===== src/rtl/display_scan_ctrl.sv =====
// display_scan_ctrl: time-multiplexed scan driver for a 4-digit common-anode display.
// Frames are scanned digit 0..3, one SCAN_DIV-cycle slot per digit. New values are
// double-buffered and reach the display only at frame boundaries.
// Optional build macro: LEADING_ZERO_BLANK_EN (blank leading-zero digits, never digit 0).
module display_scan_ctrl #(
    parameter int unsigned SCAN_DIV   = 100000,
    parameter int unsigned NUM_DIGITS = 4
) (
    input  logic        clk_in,
    input  logic        reset,
    input  logic        load,
    input  logic [15:0] value_in,
    output logic        ready,
    output logic [3:0]  anode,
    output logic [3:0]  digit,
    output logic        frame_done,
    output logic        active
);

    localparam int unsigned CNT_W = (SCAN_DIV > 1) ? $clog2(SCAN_DIV) : 1;
    localparam int unsigned IDX_W = $clog2(NUM_DIGITS);
    localparam logic [CNT_W-1:0] CNT_MAX  = CNT_W'(SCAN_DIV - 1);
    localparam logic [IDX_W-1:0] IDX_LAST = IDX_W'(NUM_DIGITS - 1);

    typedef enum logic {
        ST_IDLE = 1'b0,
        ST_SCAN = 1'b1
    } state_t;

    state_t            r_state;
    logic [CNT_W-1:0]  r_cnt;
    logic [IDX_W-1:0]  r_idx;
    logic [15:0]       r_active_val;
    logic [15:0]       r_pending;

    logic              w_tick;
    logic              w_boundary;
    logic              w_scan_nxt;
    logic [IDX_W-1:0]  w_idx_nxt;
    logic [15:0]       w_val_nxt;
    logic [15:0]       w_shifted;
    logic [3:0]        w_anode_nxt;
    logic [3:0]        w_digit_nxt;

    // Next slot index / displayed value, and the anode/digit pattern they produce
    always_comb begin
        w_tick      = (r_state == ST_SCAN) && (r_cnt == CNT_MAX);
        w_boundary  = w_tick && (r_idx == IDX_LAST);
        w_scan_nxt  = (r_state == ST_SCAN) || load;
        w_idx_nxt   = r_idx;
        w_val_nxt   = r_active_val;
        w_anode_nxt = 4'hF;
        w_digit_nxt = 4'h0;

        if (r_state == ST_IDLE) begin
            if (load) begin
                w_idx_nxt = '0;
                w_val_nxt = value_in;
            end
        end else begin
            if (w_tick) begin
                w_idx_nxt = r_idx + IDX_W'(1);
            end
            // Pending value only replaces the display at a frame boundary
            if (w_boundary && !ready) begin
                w_val_nxt = r_pending;
            end
        end

        w_shifted = w_val_nxt >> {w_idx_nxt, 2'b00};

        if (w_scan_nxt) begin
            w_digit_nxt = w_shifted[3:0];
            w_anode_nxt = ~(4'b0001 << w_idx_nxt);
`ifdef LEADING_ZERO_BLANK_EN
            // Upper nibbles all zero from this digit up: leading zero, keep dark
            if ((w_idx_nxt != '0) && (w_shifted == 16'h0000)) begin
                w_anode_nxt = 4'hF;
            end
`endif
        end
    end

    // Scan state machine, prescaler, pending buffer and registered outputs
    always_ff @(posedge clk_in or posedge reset) begin
        if (reset) begin
            r_state      <= ST_IDLE;
            r_cnt        <= '0;
            r_idx        <= '0;
            r_active_val <= '0;
            r_pending    <= '0;
            ready        <= 1'b1;
            anode        <= 4'hF;
            digit        <= 4'h0;
            frame_done   <= 1'b0;
            active       <= 1'b0;
        end else begin
            r_idx        <= w_idx_nxt;
            r_active_val <= w_val_nxt;
            anode        <= w_anode_nxt;
            digit        <= w_digit_nxt;

            case (r_state)
                ST_IDLE: begin
                    frame_done <= 1'b0;
                    r_cnt      <= '0;
                    if (load) begin
                        r_state <= ST_SCAN;
                        active  <= 1'b1;
                    end
                end
                ST_SCAN: begin
                    r_cnt      <= w_tick ? '0 : r_cnt + CNT_W'(1);
                    frame_done <= w_boundary;
                    // ready=1 means the buffer is empty, so a boundary transfer and
                    // a new capture can never coincide
                    if (load && ready) begin
                        r_pending <= value_in;
                        ready     <= 1'b0;
                    end else if (w_boundary && !ready) begin
                        ready <= 1'b1;
                    end
                end
                default: begin
                    r_state <= ST_IDLE;
                end
            endcase
        end
    end

endmodule


===== config.mk =====
export PLATFORM = sky130hd
export DESIGN_NAME = display_scan_ctrl
export DESIGN_NICKNAME = d
export VERILOG_FILES = /design/src/rtl/display_scan_ctrl.sv
export SDC_FILE = /design/constraint.sdc
export NUM_CORES = 1
export LEC_CHECK = 0
export CAP_MARGIN = 5
export CELL_PAD_IN_SITES_DETAIL_PLACEMENT = 1
export CELL_PAD_IN_SITES_GLOBAL_PLACEMENT = 1
export CORE_MARGIN = 4
export CORE_UTILIZATION = 35
export CTS_BUF_LIST = sky130_fd_sc_hd__clkbuf_4 sky130_fd_sc_hd__clkbuf_8
export CTS_CLUSTER_DIAMETER = 30
export CTS_CLUSTER_SIZE = 30
export DETAILED_ROUTE_END_ITERATION = 6
export PLACE_DENSITY_LB_ADDON = 0.15
export SYNTH_ARGS = -nofsm -noshare
export SYNTH_HDL_FRONTEND = slang
export SYNTH_SLANG_ARGS = --single-unit

===== constraint.sdc =====
create_clock -name clk_in -period 2.5 [get_ports clk_in]
set_input_delay 0.375 -clock clk_in [delete_from_list [all_inputs] [get_ports clk_in]]
set_output_delay 0.375 -clock clk_in [all_outputs]
set_load 0.01 [all_outputs]

**Yosys cells after proc, flatten, opt, wreduce, memory -nomap -nowiden**

Index checks and enable logic that the tools add are counted.

- Bits in registers: 63
- Bits in latches: 0
- Bits in writable memories: 0
- Bits in read-only memories: 0
- Bits of input ports: 19
- Output and inout bits: 11
- Logic and storage cells: 43
- Memories kept: 0

- $add $sub $neg: 2
- Multiply operators: 0
- Divide/modulo/power cells: 0
- $lt $le $gt $ge: 0
- Equal/unequal tests: 2
- Shifts and indexed selects: 2
- Multiplexer cells: 15
- Bitwise logic cells: 2
- Reduce and logical (&&, ||, !) cells: 10

Operator list:

| cell | number |
|---|---|
| two-way mux 16 bit | 3 |
| case mux 17 bit (2 select lines) | 1 |
| adder 17 x 1 -> 17 bit, second input constant | 1 |
| equality test 17 bit, second input constant | 1 |
| two-way mux 17 bit | 1 |
| right shift 16 x 4 -> 4 bit | 1 |
| two-way mux 4 bit | 2 |
| two-way mux 2 bit | 3 |
| AND reduction 2 bit | 3 |
| logical AND 1 bit | 4 |
| two-way mux 1 bit | 4 |
| inverter 4 bit | 1 |
| << shifter 1 x 2 -> 4 bit, first input constant | 1 |
| adder 2 x 1 -> 2 bit, second input constant | 1 |
| equality test 2 bit, second input constant | 1 |
| case mux 1 bit (2 select lines) | 1 |
| nonzero test 2 bit | 1 |
| logical NOT 1 bit | 1 |
| logical OR 1 bit | 1 |
| inverter 1 bit | 1 |

**Depth between registers and ports, before layout**

Gate-level depths: netlist of the first run.

- Depth after elaboration: 8
- Mapped depth: 9
- Gate-level depth less buffers: 7

**Worst setup path after synthesis of the first run**

OpenSTA, ideal clock, no wires.

- Path kind: register to register
- Start point: register r_cnt[0]
- End point: register digit[3]
- Library setup time: 0.121 ns
- Arrival time: 1.953 ns
- Data required time: 2.379 ns
- Slack: 0.426 ns
- Cell stages (with the launch flop): 8
- Path buffers: 0
- Clock period less this slack: 2.074 ns
- Cell sequence: dfrtp_1 -> ha_1 -> nand3_1 -> nor3_2 -> a41oi_2 -> a221o_1 -> mux2_2 -> a22o_1

- Cells in the longest elaborated chain, start to end: 8
- Elaborated cells between the ends (all ways): 10
- Classes of those cells: eq/ne: 1; shift: 1; mux: 5; reduce/logical: 3

RTL lines:

| item | RTL line | source |
|---|---|---|
| start, declared | 31 | `logic [CNT_W-1:0] r_cnt;` |
| start signal, assigned | 113 | `r_cnt <= w_tick ? '0 : r_cnt + CNT_W'(1);` |
| equality test 17 bit | 47 | `w_tick = (r_state == ST_SCAN) && (r_cnt == CNT_MAX);` |
| logical AND 1 bit | 47 |  |
| logical AND 1 bit | 48 | `w_boundary = w_tick && (r_idx == IDX_LAST);` |
| logical AND 1 bit | 65 | `if (w_boundary && !ready) begin` |
| two-way mux 16 bit | 65 |  |
| two-way mux 16 bit | 55 | `if (r_state == ST_IDLE) begin` |
| net w_val_nxt[7] | 40 | `logic [15:0] w_val_nxt;` |
| right shift 16 x 4 -> 4 bit | 70 | `w_shifted = w_val_nxt >> {w_idx_nxt, 2'b00};` |
| two-way mux 4 bit | 72 | `if (w_scan_nxt) begin` |
| net w_digit_nxt[3] | 43 | `logic [3:0] w_digit_nxt;` |
| end signal, assigned | 101 | `digit <= w_digit_nxt;` |
| end, declared | 15 | `output logic [3:0] digit,` |

The timed path passes the listed nets, and every way through them passes these cells.
A chain may end at the register's enable or synchronous reset.

**Worst setup path after layout of the first run**

Same ends and word-level chain as after synthesis.

==> reports/qor.csv, run 1 <==
stage,metric,value,unit
sta,endpoints failing hold,0,
clocking,Clock Path Buffers,2,
place,Port Buffer Count,29,
clocking,PostCTS Resize Cnt,0,
cells_and_area,Final #Nets,285,
synth,"Seq/Total Area, Yosys",57.6,%
power_and_ir_drop,Leak Pwr,1.54,nW
drt,drt pass-1 iters,4,
sta,part of the cycle the worst path needs,94.0,%
synth,#FFs+latches synth,63,
grt,Tot GR Track Use,15.1,%
worst_setup_path,CP startpoint kind,register,
flow_run,Max-Cap Viols,0,
worst_setup_path,"Max FO, Critical Path",6,
clocking,clk_lat worst skew,350,ps
floorplan,Starting Density,35.7,%
power_and_ir_drop,Cell Pwr Density,687,mW/mm^2
clocking,cts hold-fix bufs,0,
worst_setup_path,slowest CP cell,dfrtp_1,
cells_and_area,filler cell count,840,
clocking,CTS tree,yes,
place,Placed Cells,355,
worst_setup_path,critical path type,register to register,
synth,Mapped Nets,244,
grt,global route overflow,0,
cells_and_area,Syn-to-layout area delta,23.9,%
worst_setup_path,worst path buffer plus inverter count,0,
sta,max-slew violations,0,
cells_and_area,layout cells sized above 1,21.2,%
sta,worst-margin pin slew,425,ps
synth,"Distinct cells, synth",37,
drt,Remaining DRCs,0,
sta,skew final,11.1,ps
drt,vias,1844,
grt,pin count of the biggest net entering global routing,64,
synth,Netlist Area Pre-Place,0.00275,mm^2
floorplan,die area,0.00933,mm^2
worst_setup_path,Top delay family on crit path,compound AO/OA/AOI/OAI gates,
clocking,Setup Buffers After CTS,0,
worst_setup_path,"Req. time, crit path",2730,ps
floorplan,Die H,96.6,um
floorplan,Std-Cell Rows,32,
power_and_ir_drop,total power,0.00234,W
floorplan,Core Region,0.00769,mm^2
drt,Avg WL per Cell,16.3,um
clocking,CTS Sinks,63,
sta,Hold Slack,426,ps
floorplan,Top Ports,30,
cells_and_area,multi-input logic area,0.00109,mm^2
drt,Final ANT Viol Nets,0,
clocking,# H-tree levels,3,
sta,Tmin final,2350,ps
synth,cells after synthesis,223,
synth,post-synthesis average cell area,12.3,um^2
status,status,finished clean,
grt,vias in the first global route,1982,
cells_and_area,Sequential Area,0.00158,mm^2
worst_setup_path,CP Cell Sequence,ha_1 > nand3_1 > nor3_2 > a41oi_2 > a221o_1 > mux2_2 > a22o_1,
power_and_ir_drop,Peak VDD IR,0.000329,V
sta,setup repair after global routing missed its margin,yes,
grt,antenna violations before repair,0,
clocking,TritonCTS Buffers,9,
sta,Fmax,0.425,GHz
clocking,"Reg clk slew, reported paths",80,ps
worst_setup_path,crit path DAT,2580,ps
min_path,Hold Path Class,input pin to asynchronous set/reset pin,
place,dpl hpwl,4.08,mm
clocking,Root Driver,clkbuf_8,
sta,Worst slew margin,71.7,%
drt,DR iter-0 viols,69,
worst_setup_path,CP Capture Type,register,
cells_and_area,Non-Filler Instances,371,
floorplan,die width,96.6,um
sta,setup violators final,0,
cells_and_area,Post-Route Utilization,44.3,%
grt,global-route wire length before repair,10.3,mm
drt,post-DR vias/cell,4.97,
synth,yosys warns,0,
cells_and_area,antenna fix cells,0,
worst_setup_path,CP max stage delay,400,ps
place,gp weighted congestion,0.740,
drt,final wirelength,6.03,mm
==> synth_stat cells, drive strengths merged <==
library cell  count  area (um^2)
and3              5         36.3
a221o            16          160
mux2i             6         60.1
nand4             2         12.5
nor2             21         78.8
dfstp             5          131
buf               4         28.8
o21a              1         7.51
a41oi             1         16.3
o21ai             3         15.0
ha                2         25.0
and4              1         11.3
mux2             18          203
a21o              2         15.0
o32ai             3         26.3
nor2b             1         6.26
nand2             8         30.0
or3               1         6.26
inv               8         30.0
xnor2             6         52.6
and4bb            2         25.0
xor2              9         78.8
and2             18          113
nor4              1         6.26
or2               1         6.26
nor3              3         20.0
dfrtp            58         1450
a21oi             2         10.0
a22o              1         8.76
nand3             9         45.0
nor4b             1         15.0
clkbuf            4         15.0
==> placed cells by master (no fill, tap or decap), drive strengths merged, types with 5 or more instances in the layout <==
| cell | Yosys | final |
|---|---|---|
| nand2 | 8 | 8 |
| dfstp | 5 | 5 |
| clkbuf | 4 | 9 |
| mux2i | 6 | 6 |
| nor2 | 21 | 21 |
| xor2 | 9 | 9 |
| dfrtp | 58 | 58 |
| inv | 8 | 9 |
| xnor2 | 6 | 6 |
| mux2 | 18 | 18 |
| and2 | 18 | 18 |
| nand3 | 9 | 9 |
| a221o | 16 | 16 |
| buf | 4 | 9 |
| clkdlybuf4s50 | 0 | 29 |
| and3 | 5 | 5 |
==> worst min-delay path: cells and delay by family <==
kind | cells | cell delay [ps]
buffers and inverters | 3 | 800
==> through the flow <==
stage	setup TNS (ps)	instance area (um^2)	setup WS, ps
6_report	0	3400	150
3_5_place_dp	0	3200	138
4_1_cts	0	3400	119
5_1_grt	-109	3400	-49.2
3_3_place_gp	0	3200	149
2_1_floorplan	0	2750	426
==> per-layer routing <==
| layer | share of wire (%) | up-vias | GRT usage, % |
|---|---|---|---|
| met5 | 0 | - | 0 |
| met4 | 1.2 | 0 | 4.91 |
| met3 | 3.9 | 6 | 6.12 |
| met2 | 50 | 31 | 24.1 |
| met1 | 45 | 934 | 18.5 |
| li1 | - | 873 | - |
==> worst paths after layout <==
check	to	slack, ps	start	cells after the start
max in group asynchronous	ready	1770	reset	3
max reg2reg	digit[3]	150	r_cnt[0]	7
min reg2reg	active	480	active	1
max	digit[3]	150	r_cnt[0]	7
min	r_pending[3]	430	reset	3
min in group clk_in	active	480	active	1
==> layout make-up <==
type	count	area share, %
repair buffers	38	11.0
inverters	8	0.882
clock inverters	7	2.13
well taps	102	3.75
flip-flops and latches	63	46.5
multi-input cells	144	32.1
clock buffers	9	3.64
==> sequential cells by signal (all words and copies together) (netlist names) <==
name          count
active            1
anode             4
frame_done        1
r_active_val     16
r_state           1
digit             4
ready             1
r_cnt            17
r_pending        16
r_idx             2
==> logic make-up after synthesis <==
group	synth area share [%]
mux	9.57
xor+xnor	4.78
buf+inv	2.69
fa+ha+maj	0.911
simple gates	15.0
flops	57.6
compound gates	9.43
==> report_power, final <==
part | switching (W) | internal [W] | total (W)
logic | 0.000130 | 0.000141 | 0.000271
registers | 0.0000675 | 0.00111 | 0.00118
clock network | 0.000427 | 0.000461 | 0.000888
total | 0.000624 | 0.00171 | 0.00234
(Power assumes the default switching activity.)
==> run 2, diff against run 1 <==
DONT_BUFFER_PORTS = 1   (was default)
==> reports/qor.csv, run 2 (synthesized netlist as in run 1, its figures left out) <==
stage,metric,value,unit,change
status,status,finished clean,,
cells_and_area,Biggest register,r_cnt,,
power_and_ir_drop,Seq pwr share,49.9,%,-0.5 points
cells_and_area,"most common cell after layout, fill and taps aside",dfrtp_1,,
drt,final wirelength,5.96,mm,-1.2%
cells_and_area,antenna fix cells,0,,unchanged
power_and_ir_drop,Cell Pwr Density,759,mW/mm^2,+10%
flow_run,Max-Cap Viols,0,,unchanged
clocking,cts hold-fix bufs,0,,unchanged
worst_setup_path,reg2reg start,r_cnt[0],,
grt,global-route wire length before repair,10.2,mm,-1.1%
worst_setup_path,CP Capture Type,register,,
clocking,CTS tree,yes,,
sta,Tmin final,2280,ps,-72.6 ps
sta,Fmax,0.439,GHz,+3.2%
floorplan,Die H,96.6,um,unchanged
place,dpl hpwl,4.07,mm,-0.43%
worst_setup_path,"Req. time, crit path",2700,ps,-30 ps
grt,antenna violations before repair,0,,unchanged
power_and_ir_drop,Peak VDD IR,0.000385,V,+17%
floorplan,Starting Density,35.7,%,unchanged
grt,M1 GR Usage,19.6,%,+1.1 points
sta,endpoints failing hold,0,,unchanged
floorplan,die width,96.6,um,unchanged
power_and_ir_drop,Leak Pwr,1.45,nW,-5.6%
cells_and_area,Top Registers,"r_cnt: 17 flops, r_active_val: 16 flops, r_pending: 16 flops",,
floorplan,Top Ports,30,,unchanged
cells_and_area,Final #Nets,256,,-10%
clocking,# H-tree levels,3,,unchanged
drt,post-DR vias/cell,5.18,,+4.2%
clocking,Clock Path Buffers,2,,unchanged
sta,worst-margin pin slew,810,ps,+386 ps
worst_setup_path,crit path DAT,2480,ps,-100 ps
sta,skew final,6.96,ps,-4.14 ps
clocking,Setup Buffers After CTS,0,,unchanged
cells_and_area,filler cell count,839,,-0.12%
grt,global route overflow,0,,unchanged
worst_setup_path,Top delay family on crit path,simple AND/OR/NAND/NOR gates,,
place,Port Buffer Count,0,,-100%
sta,part of the cycle the worst path needs,91.1,%,-2.9 points
power_and_ir_drop,switching portion of total power,24.3,%,-2.4 points
cells_and_area,Sequential Area,0.00158,mm^2,unchanged
floorplan,die area,0.00933,mm^2,unchanged
sta,setup repair after global routing missed its margin,no,,
power_and_ir_drop,Clk pwr share,40.6,%,+2.6 points
grt,gr busiest metal,met2,,
sta,max-slew violations,0,,unchanged
cells_and_area,most frequent cells in the layout,"dfrtp_1, nor2_1, mux2_2, and2_1, a221o_1",,
worst_setup_path,worst path buffer plus inverter count,1,,+1
drt,vias,1766,,-4.2%
drt,Final ANT Viol Nets,0,,unchanged
place,Placed Cells,326,,-8.2%
worst_setup_path,slowest CP cell,dfrtp_1,,
clocking,"Reg clk slew, reported paths",70,ps,about the same
drt,drt pass-1 iters,4,,unchanged
sta,Worst slew margin,46.0,%,-26 points
power_and_ir_drop,combinational fraction of design power,9.4,%,-2.2 points
clocking,CTS Sinks,63,,unchanged
drt,DR iter-0 viols,51,,-26%
worst_setup_path,CP Launch Point,r_cnt[0],,
grt,Tot GR Track Use,14.7,%,-0.34 points
cells_and_area,max reg flops,17,,unchanged
clocking,Root Driver,clkbuf_8,,
grt,pin count of the biggest net entering global routing,64,,unchanged
worst_setup_path,CP max stage delay,400,ps,about the same
grt,vias in the first global route,1924,,-2.9%
power_and_ir_drop,switching power,0.000580,W,-7.1%
cells_and_area,layout cells sized above 1,23.4,%,+2.2 points
floorplan,Core Region,0.00769,mm^2,unchanged
cells_and_area,Syn-to-layout area delta,14.4,%,
sta,setup violators final,0,,unchanged
cells_and_area,Non-Filler Instances,341,,-8.1%
worst_setup_path,critical path type,register to register,,
cells_and_area,multi-input logic area,0.00112,mm^2,+2.3%
worst_setup_path,CP Cell Sequence,ha_1 > nand3_2 > or3_4 > nor3_1 > a21o_1 > buf_4 > mux2i_1 > o32ai_1,,
drt,Avg WL per Cell,17.5,um,+7.5%
worst_setup_path,CP startpoint kind,register,,
floorplan,Std-Cell Rows,32,,unchanged
sta,setup TNS,0,ps,unchanged
clocking,clk_lat worst skew,330,ps,-20 ps
drt,Remaining DRCs,0,,unchanged
worst_setup_path,"Max FO, Critical Path",10,,+4
grt,GR Layer Usage met2,22.5,%,-1.6 points
power_and_ir_drop,Int Power,0.00180,W,+5.3%
grt,GRT met3 Usage,5.65,%,-0.46 points
clocking,TritonCTS Buffers,9,,unchanged
min_path,Hold Path Class,input pin to asynchronous set/reset pin,,
place,gp weighted congestion,0.751,,+1.4%
-- run 2: cell types whose count changed in the layout (fill, tap and decap cells not counted), sizes merged --
| cell | previous run | this run |
|---|---|---|
| clkinvlp | 2 | 0 |
| clkbuf | 9 | 11 |
| clkinv | 3 | 2 |
| inv | 9 | 8 |
| clkdlybuf4s50 | 29 | 0 |
| bufinv | 1 | 2 |
-- run 2: per-stage QoR --
| stage | hold WS, ps | utilization (%) | power (W) | setup WS, ps | instance area, um^2 |
|---|---|---|---|---|---|
| 3_3_place_gp | 491 | 37.7 | 0.00142 | 148 | 2900 |
| 5_1_grt | 160 | 40.9 | 0.00253 | 25.3 | 3140 |
| 4_1_cts | 168 | 40.5 | 0.00242 | 80.9 | 3110 |
| 6_report | 156 | 40.9 | 0.00238 | 222 | 3140 |
| 2_1_floorplan | 455 | - | 0.00137 | 426 | 2750 |
| 3_5_place_dp | 496 | 37.7 | 0.00143 | 94.0 | 2900 |
-- run 2: per-layer routing --
metal	share of wire, %	wire (um)
met3	4.9	295
met2	47	2800
met1	47	2800
met4	1.2	74
met5	0	0
-- run 2: cell type report --
type / count / area share, %
Multi-Input combinational cell: 144 / 35.6
Inverter: 8 / 0.956
Clock inverter: 4 / 2.23
Timing Repair Buffer: 9 / 2.15
Tap cell: 102 / 4.06
Clock buffer: 11 / 4.62
Sequential cell: 63 / 50.4
-- run 2: worst reg2reg max path: cells and delay by family (launching register included) --
kind            cells  cell delay [ps]
simple gates        3              760
fa+ha+maj           1              250
buf+inv             1              220
flops               1              400
mux                 1              240
compound gates      2              280
-- run 2: power groups by stage --
stage / Sequential [W] / Combinational [W] / Clock [W]
6_report: 0.00119 / 0.000224 / 0.000969
2_1_floorplan: 0.00119 / 0.000180 / 0
3_3_place_gp: 0.00121 / 0.000212 / 0
3_5_place_dp: 0.00121 / 0.000218 / 0
4_1_cts: 0.00119 / 0.000220 / 0.00101
5_1_grt: 0.00121 / 0.000261 / 0.00107
-- run 2: worst paths after layout --
kind	slack (ps)	endpoint	depth (start not counted)
max	220	digit[0]	8
min	160	frame_done	2
max reg2reg	220	digit[0]	8
min reg2reg	510	r_pending[1]	1
max in group asynchronous	1800	digit[3]	2
min in group clk_in	190	r_pending[10]	1
-- run 2: timing repair --
action	CTS	global route
gates resized for setup	0	4
endpoints found under the hold margin	0	0
endpoints found under the setup margin	0	4
==> run 3, diff against run 2 <==
CORE_MARGIN = default   (was 4)
==> reports/qor.csv, run 3 (synthesized netlist as in run 1, its figures left out) <==
stage,metric,value,unit,change
status,status,finished clean,,
sta,setup violators final,0,,unchanged
cells_and_area,max reg flops,17,,unchanged
floorplan,die area,0.00820,mm^2,-12%
worst_setup_path,worst path buffer plus inverter count,1,,unchanged
sta,Tmin final,2300,ps,+18.1 ps
floorplan,Top Ports,30,,unchanged
cells_and_area,"most common cell after layout, fill and taps aside",dfrtp_1,,
floorplan,Die H,90.6,um,-6.2%
sta,setup TNS,0,ps,unchanged
worst_setup_path,CP Capture Type,register,,
drt,routed wl met3,312,um,+5.8%
clocking,Setup Buffers After CTS,0,,unchanged
power_and_ir_drop,Peak VDD IR,0.000299,V,-22%
clocking,cts hold-fix bufs,0,,unchanged
place,gp weighted congestion,0.734,,-2.3%
sta,worst-margin pin slew,649,ps,-161 ps
clocking,# H-tree levels,3,,unchanged
drt,final wirelength,5.68,mm,-4.8%
drt,met1 WL,2.80,mm,unchanged
floorplan,die width,90.6,um,-6.2%
drt,Top Layer Used,met4,,
drt,drt pass-1 iters,4,,unchanged
drt,Avg WL per Cell,16.8,um,-3.7%
worst_setup_path,crit path DAT,2490,ps,about the same
grt,global-route wire length before repair,9.83,mm,-3.6%
clocking,clk_lat worst skew,330,ps,about the same
sta,setup ws final,204,ps,-18.1 ps
cells_and_area,Syn-to-layout area delta,13.4,%,
grt,antenna violations before repair,0,,unchanged
cells_and_area,Biggest register,r_cnt,,
power_and_ir_drop,Cell Pwr Density,762,mW/mm^2,+0.38%
sta,setup repair after global routing missed its margin,no,,
flow_run,Max-Cap Viols,0,,unchanged
sta,Worst slew margin,56.6,%,+11 points
drt,DR iter-0 viols,70,,+37%
grt,Tot GR Track Use,15.7,%,+1.0 points
grt,pin count of the biggest net entering global routing,35,,-45%
clocking,Root Driver,clkbuf_8,,
cells_and_area,antenna fix cells,0,,unchanged
worst_setup_path,CP Cell Sequence,ha_1 > nand3_1 > nor3_4 > a41oi_2 > buf_4 > a221o_1 > mux2i_1 > o32ai_1,,
worst_setup_path,critical path type,register to register,,
floorplan,Core Region,0.00741,mm^2,-3.6%
cells_and_area,most frequent cells in the layout,"dfrtp_1, nor2_1, mux2_2, and2_1, a221o_1",,
floorplan,Starting Density,37.1,%,+1.3 points
drt,Final ANT Viol Nets,0,,unchanged
worst_setup_path,CP max stage delay,390,ps,about the same
floorplan,Std-Cell Rows,31,,-3.1%
sta,max-slew violations,0,,unchanged
worst_setup_path,slowest CP cell,dfrtp_1,,
place,Port Buffer Count,0,,unchanged
sta,Fmax,0.436,GHz,-0.79%
clocking,CTS tree,yes,,
clocking,"Reg clk slew, reported paths",70,ps,about the same
worst_setup_path,Top delay family on crit path,compound AO/OA/AOI/OAI gates,,
grt,global route overflow,0,,unchanged
worst_setup_path,CP startpoint kind,register,,
cells_and_area,Top Registers,"r_cnt: 17 flops, r_active_val: 16 flops, r_pending: 16 flops",,
worst_setup_path,"Max FO, Critical Path",12,,+2
clocking,PostCTS Resize Cnt,0,,unchanged
drt,met2 wire length,2.51,mm,-10%
place,pre-CTS setup slack,172,ps,+77.6 ps
cells_and_area,layout cells sized above 1,22.7,%,-0.74 points
clocking,Clock Path Buffers,2,,unchanged
sta,endpoints failing hold,0,,unchanged
clocking,TritonCTS Buffers,9,,unchanged
drt,post-DR vias/cell,5.07,,-2.1%
sta,skew final,5.87,ps,-1.08 ps
cells_and_area,filler cell count,789,,-6.0%
min_path,Hold Path Class,input pin to asynchronous set/reset pin,,
cells_and_area,Final #Nets,254,,-0.78%
grt,vias in the first global route,1875,,-2.5%
clocking,CTS Sinks,63,,unchanged
drt,Remaining DRCs,0,,unchanged
worst_setup_path,"Req. time, crit path",2690,ps,about the same
sta,part of the cycle the worst path needs,91.8,%,+0.72 points
drt,vias,1708,,-3.3%
power_and_ir_drop,Leak Pwr,1.43,nW,-1.2%
place,dpl hpwl,3.89,mm,-4.3%
## run 3: worst reg2reg max path: stages, from the launching register on
cell	delay (ps)
dfrtp_1	390
ha_1	220
nand3_1	200
nor3_4	250
a41oi_2	230
buf_4	240
a221o_1	320
mux2i_1	180
o32ai_1	120
## run 3: worst paths after layout
kind                            cells after the start               to  slack (ps)        start
worst max-delay path                                8         digit[2]         200     r_cnt[0]
worst min-delay path                                1  r_active_val[3]          10        reset
worst max register to register                      8         digit[2]         200     r_cnt[0]
worst min register to register                      1         r_cnt[0]         500     r_cnt[0]
max in group asynchronous                           2  r_active_val[8]        1880        reset
min in group clk_in                                 1     r_pending[2]         190  value_in[2]
## run 3: metal layers
metal / up-vias / global-route usage [%]
met3: 7 / 4.80
li1: 814 / -
met2: 40 / 23.0
met4: 0 / 6.85
met1: 847 / 21.3
met5: - / 0
## run 3: power breakdown
part	switching (W)	total (W)	internal, W	leakage, nW
sequential	0.0000750	0.00119	0.00111	0.813
clock	0.000392	0.000961	0.000569	0.106
combinational	0.000124	0.000226	0.000102	0.514
total	0.000592	0.00237	0.00178	1.43
## run 3: stage by stage
stage | util, % | instance area (um^2) | power, W | cells | hold slack [ps]
floorplan | - | 2750 | 0.00137 | 223 | 455
global placement | 39.0 | 2890 | 0.00142 | 321 | 392
detailed placement | 39.0 | 2890 | 0.00143 | 321 | 390
CTS | 42.0 | 3110 | 0.00241 | 337 | 27.3
global route | 42.1 | 3120 | 0.00251 | 337 | 42.4
finish | 42.1 | 3120 | 0.00237 | 337 | 11.7
## run 3: layout make-up
cell class | count | area (um^2) | share of cell area [%]
inverters | 8 | 30.0 | 0.964
flip-flops and latches | 63 | 1580 | 50.8
clock buffers | 10 | 131 | 4.22
repair buffers | 7 | 65.1 | 2.09
multi-input cells | 144 | 1100 | 35.2
clock inverters | 6 | 85.1 | 2.73
well taps | 99 | 124 | 3.98
==> edit: new RTL, flow settings as in run 2 <==
Build with the macro `LEADING_ZERO_BLANK_EN` defined.
--- a/src/rtl/display_scan_ctrl.sv
+++ b/src/rtl/display_scan_ctrl.sv
@@ -2,6 +2,8 @@
 // Frames are scanned digit 0..3, one SCAN_DIV-cycle slot per digit. New values are
 // double-buffered and reach the display only at frame boundaries.
 // Optional build macro: LEADING_ZERO_BLANK_EN (blank leading-zero digits, never digit 0).
+`define LEADING_ZERO_BLANK_EN
+
 module display_scan_ctrl #(
     parameter int unsigned SCAN_DIV   = 100000,
     parameter int unsigned NUM_DIGITS = 4
Function: no difference found for any inputs over 10 cycles, from zero or initial values and one cycle with reset high; that may be too few to reach the edited logic, so the function may still have changed.
==> edit against run 2 <==
The run now ends with negative setup slack left. Clock skew grew 0.0061 ns. Final cell count rose by 26%. Total power grew 7.6%. Area after synthesis rose by 3.9%. Sequential cell count stayed put. Die area grew 3.6%. Core utilization rose by 8.1 points. Worst setup slack got worse by 0.38 ns. Routed wire length rose by 25%. Design area rose by 22%. Largest cell class unchanged.
==> edit: results (changes against run 2) <==
* Synth cell count leaders: dfrtp_1 (58), nor2_1 (29), mux2_2 (19) (was dfrtp_1 (58), nor2_1 (21), and2_1 (18), mux2_2 (18), a221o_1 (16))
* Slack of the critical path at -0.155 ns (was 0.222 ns)
* Worst path slowest cell: dfrtp_2 (was dfrtp_1)
* Slew HR at 66.4% (was 46.0%)
* Post-place instance area at 0.00332 mm2 (was 0.00290 mm2)
* Setup Viol. Count Final at 4 (was 0)
* Share of cells above drive strength 1 at 39.4% (was 23.4%)
* DR WL met3 at 238 um (was 295 um)
* Crit path max fanout at 6 (was 10)
* Post-Synth Adder-Cell Area at 0.877% (was 0.911%)
* Syn avg cell area at 11.2 um2 (was 12.3 um2)
* P_sw at 0.658 mW (was 0.580 mW)
* Synth Area in XOR/XNOR at 4.30% (was 4.78%)
* Arrival time at the worst endpoint at 2.93 ns (was 2.48 ns)
* Largest net degree at the start of global routing at 34 (was 64)
* Worst IR Drop VDD at 0.330 mV (was 0.385 mV)
* Met3 Use GR at 4.36% (was 5.65%)
* Clock Power Share at 36.9% (was 40.6%)
* Distinct cells, synth at 41 (was 37)
* GRT met2 Usage at 27.1% (was 22.5%)
* Top flop regs: r_cnt (17), r_active_val (16), r_pending (16) (unchanged)
* Clock Skew at 0.0130 ns (was 0.00696 ns)
* Reg2Reg Depth at 10 (was 8)
* Failing checks: negative setup slack
* Vias in the first global route at 2366 (was 1924)
* Type of the worst min-delay path: primary input to register (was primary input to asynchronous set/reset pin)
* Sequential area share after synthesis at 55.5% (was 57.6%)
* Post-synthesis mux area share at 9.61% (was 9.57%)
* Worst hold start: value_in[3]
* Placed instance count at 397 (was 326)
* Finished Layout Cells at 429 (was 341)
* Hpwl dp at 4.91 mm (was 4.07 mm)
* Pwr Total at 2.57 mW (was 2.38 mW)
* Gr usage total at 15.9% (was 14.7%)
* Nets at 343 (was 256)
* Final RePlAce weighted congestion at 0.728 (was 0.751)
* Complex-gate fraction of the synthesized area at 8.51% (was 9.43%)
* Setup TNS at -0.526 ns (was 0 ns)
* Synth top area cells: dfrtp_1 (51%), mux2_2 (7.5%), dfstp_2 (4.6%) (was dfrtp_1 (53%), mux2_2 (7.4%), a221o_1 (5.8%))
* Register area at 0.00158 mm2 (about the same)
* Pre-CTS setup slack at -0.262 ns (was 0.0940 ns)
* Clk Latency, worst-skew pair at 0.35 ns (was 0.33 ns)
* Leakage Power at 1.85 nW (was 1.45 nW)
* Routing usage on met1 at 18.9% (was 19.6%)
* Vias per std cell at 5.02 (was 5.18)
* Initial DRC count at 45 (was 51)
* Syn Nets at 276 (was 244)
* Crit. Startpoint: r_cnt[14] (was r_cnt[0])
* Status: finished, violations left (was completed)
* Met2 WL at 3.87 mm (was 2.80 mm)
[edit: cell count changes after synthesis, moves of 4 or more]
cell      delta
nand2_1      +9
nor2_1       +8
a221o_1      -7
and2_1       -5
nand2b_1     +5
nand4_1      +5
xor2_1       -5
a221oi_1     +4
a22oi_1      +4
xnor2_1      +4
[edit: repair_timing]
action	4_1_cts	5_1_grt
hold endpoints to repair	11	0
cloned	0	2
pin swaps	1	19
resized for setup	12	25
setup endpoints to repair	7	7
buffers inserted	1	13
hold buffers	1	0
[edit: path summary, 6_finish.rpt]
kind,end,slack [ns]
max in group asynchronous,anode[3],1.56
min in group asynchronous,active,0.57
setup reg to reg,anode[1],-0.16
hold reg to reg,r_active_val[6],0.48
hold / removal,r_pending[3],0.18
setup / recovery,anode[1],-0.16
[edit: cell type report]
class	instances	area share, %
sequential	63	41.5
multi-input combinational	173	35.2
timing repair buffer	64	13.4
clock buffer	13	4.52
tap	102	3.34
inverter	11	1.08
clock inverter	3	1.05
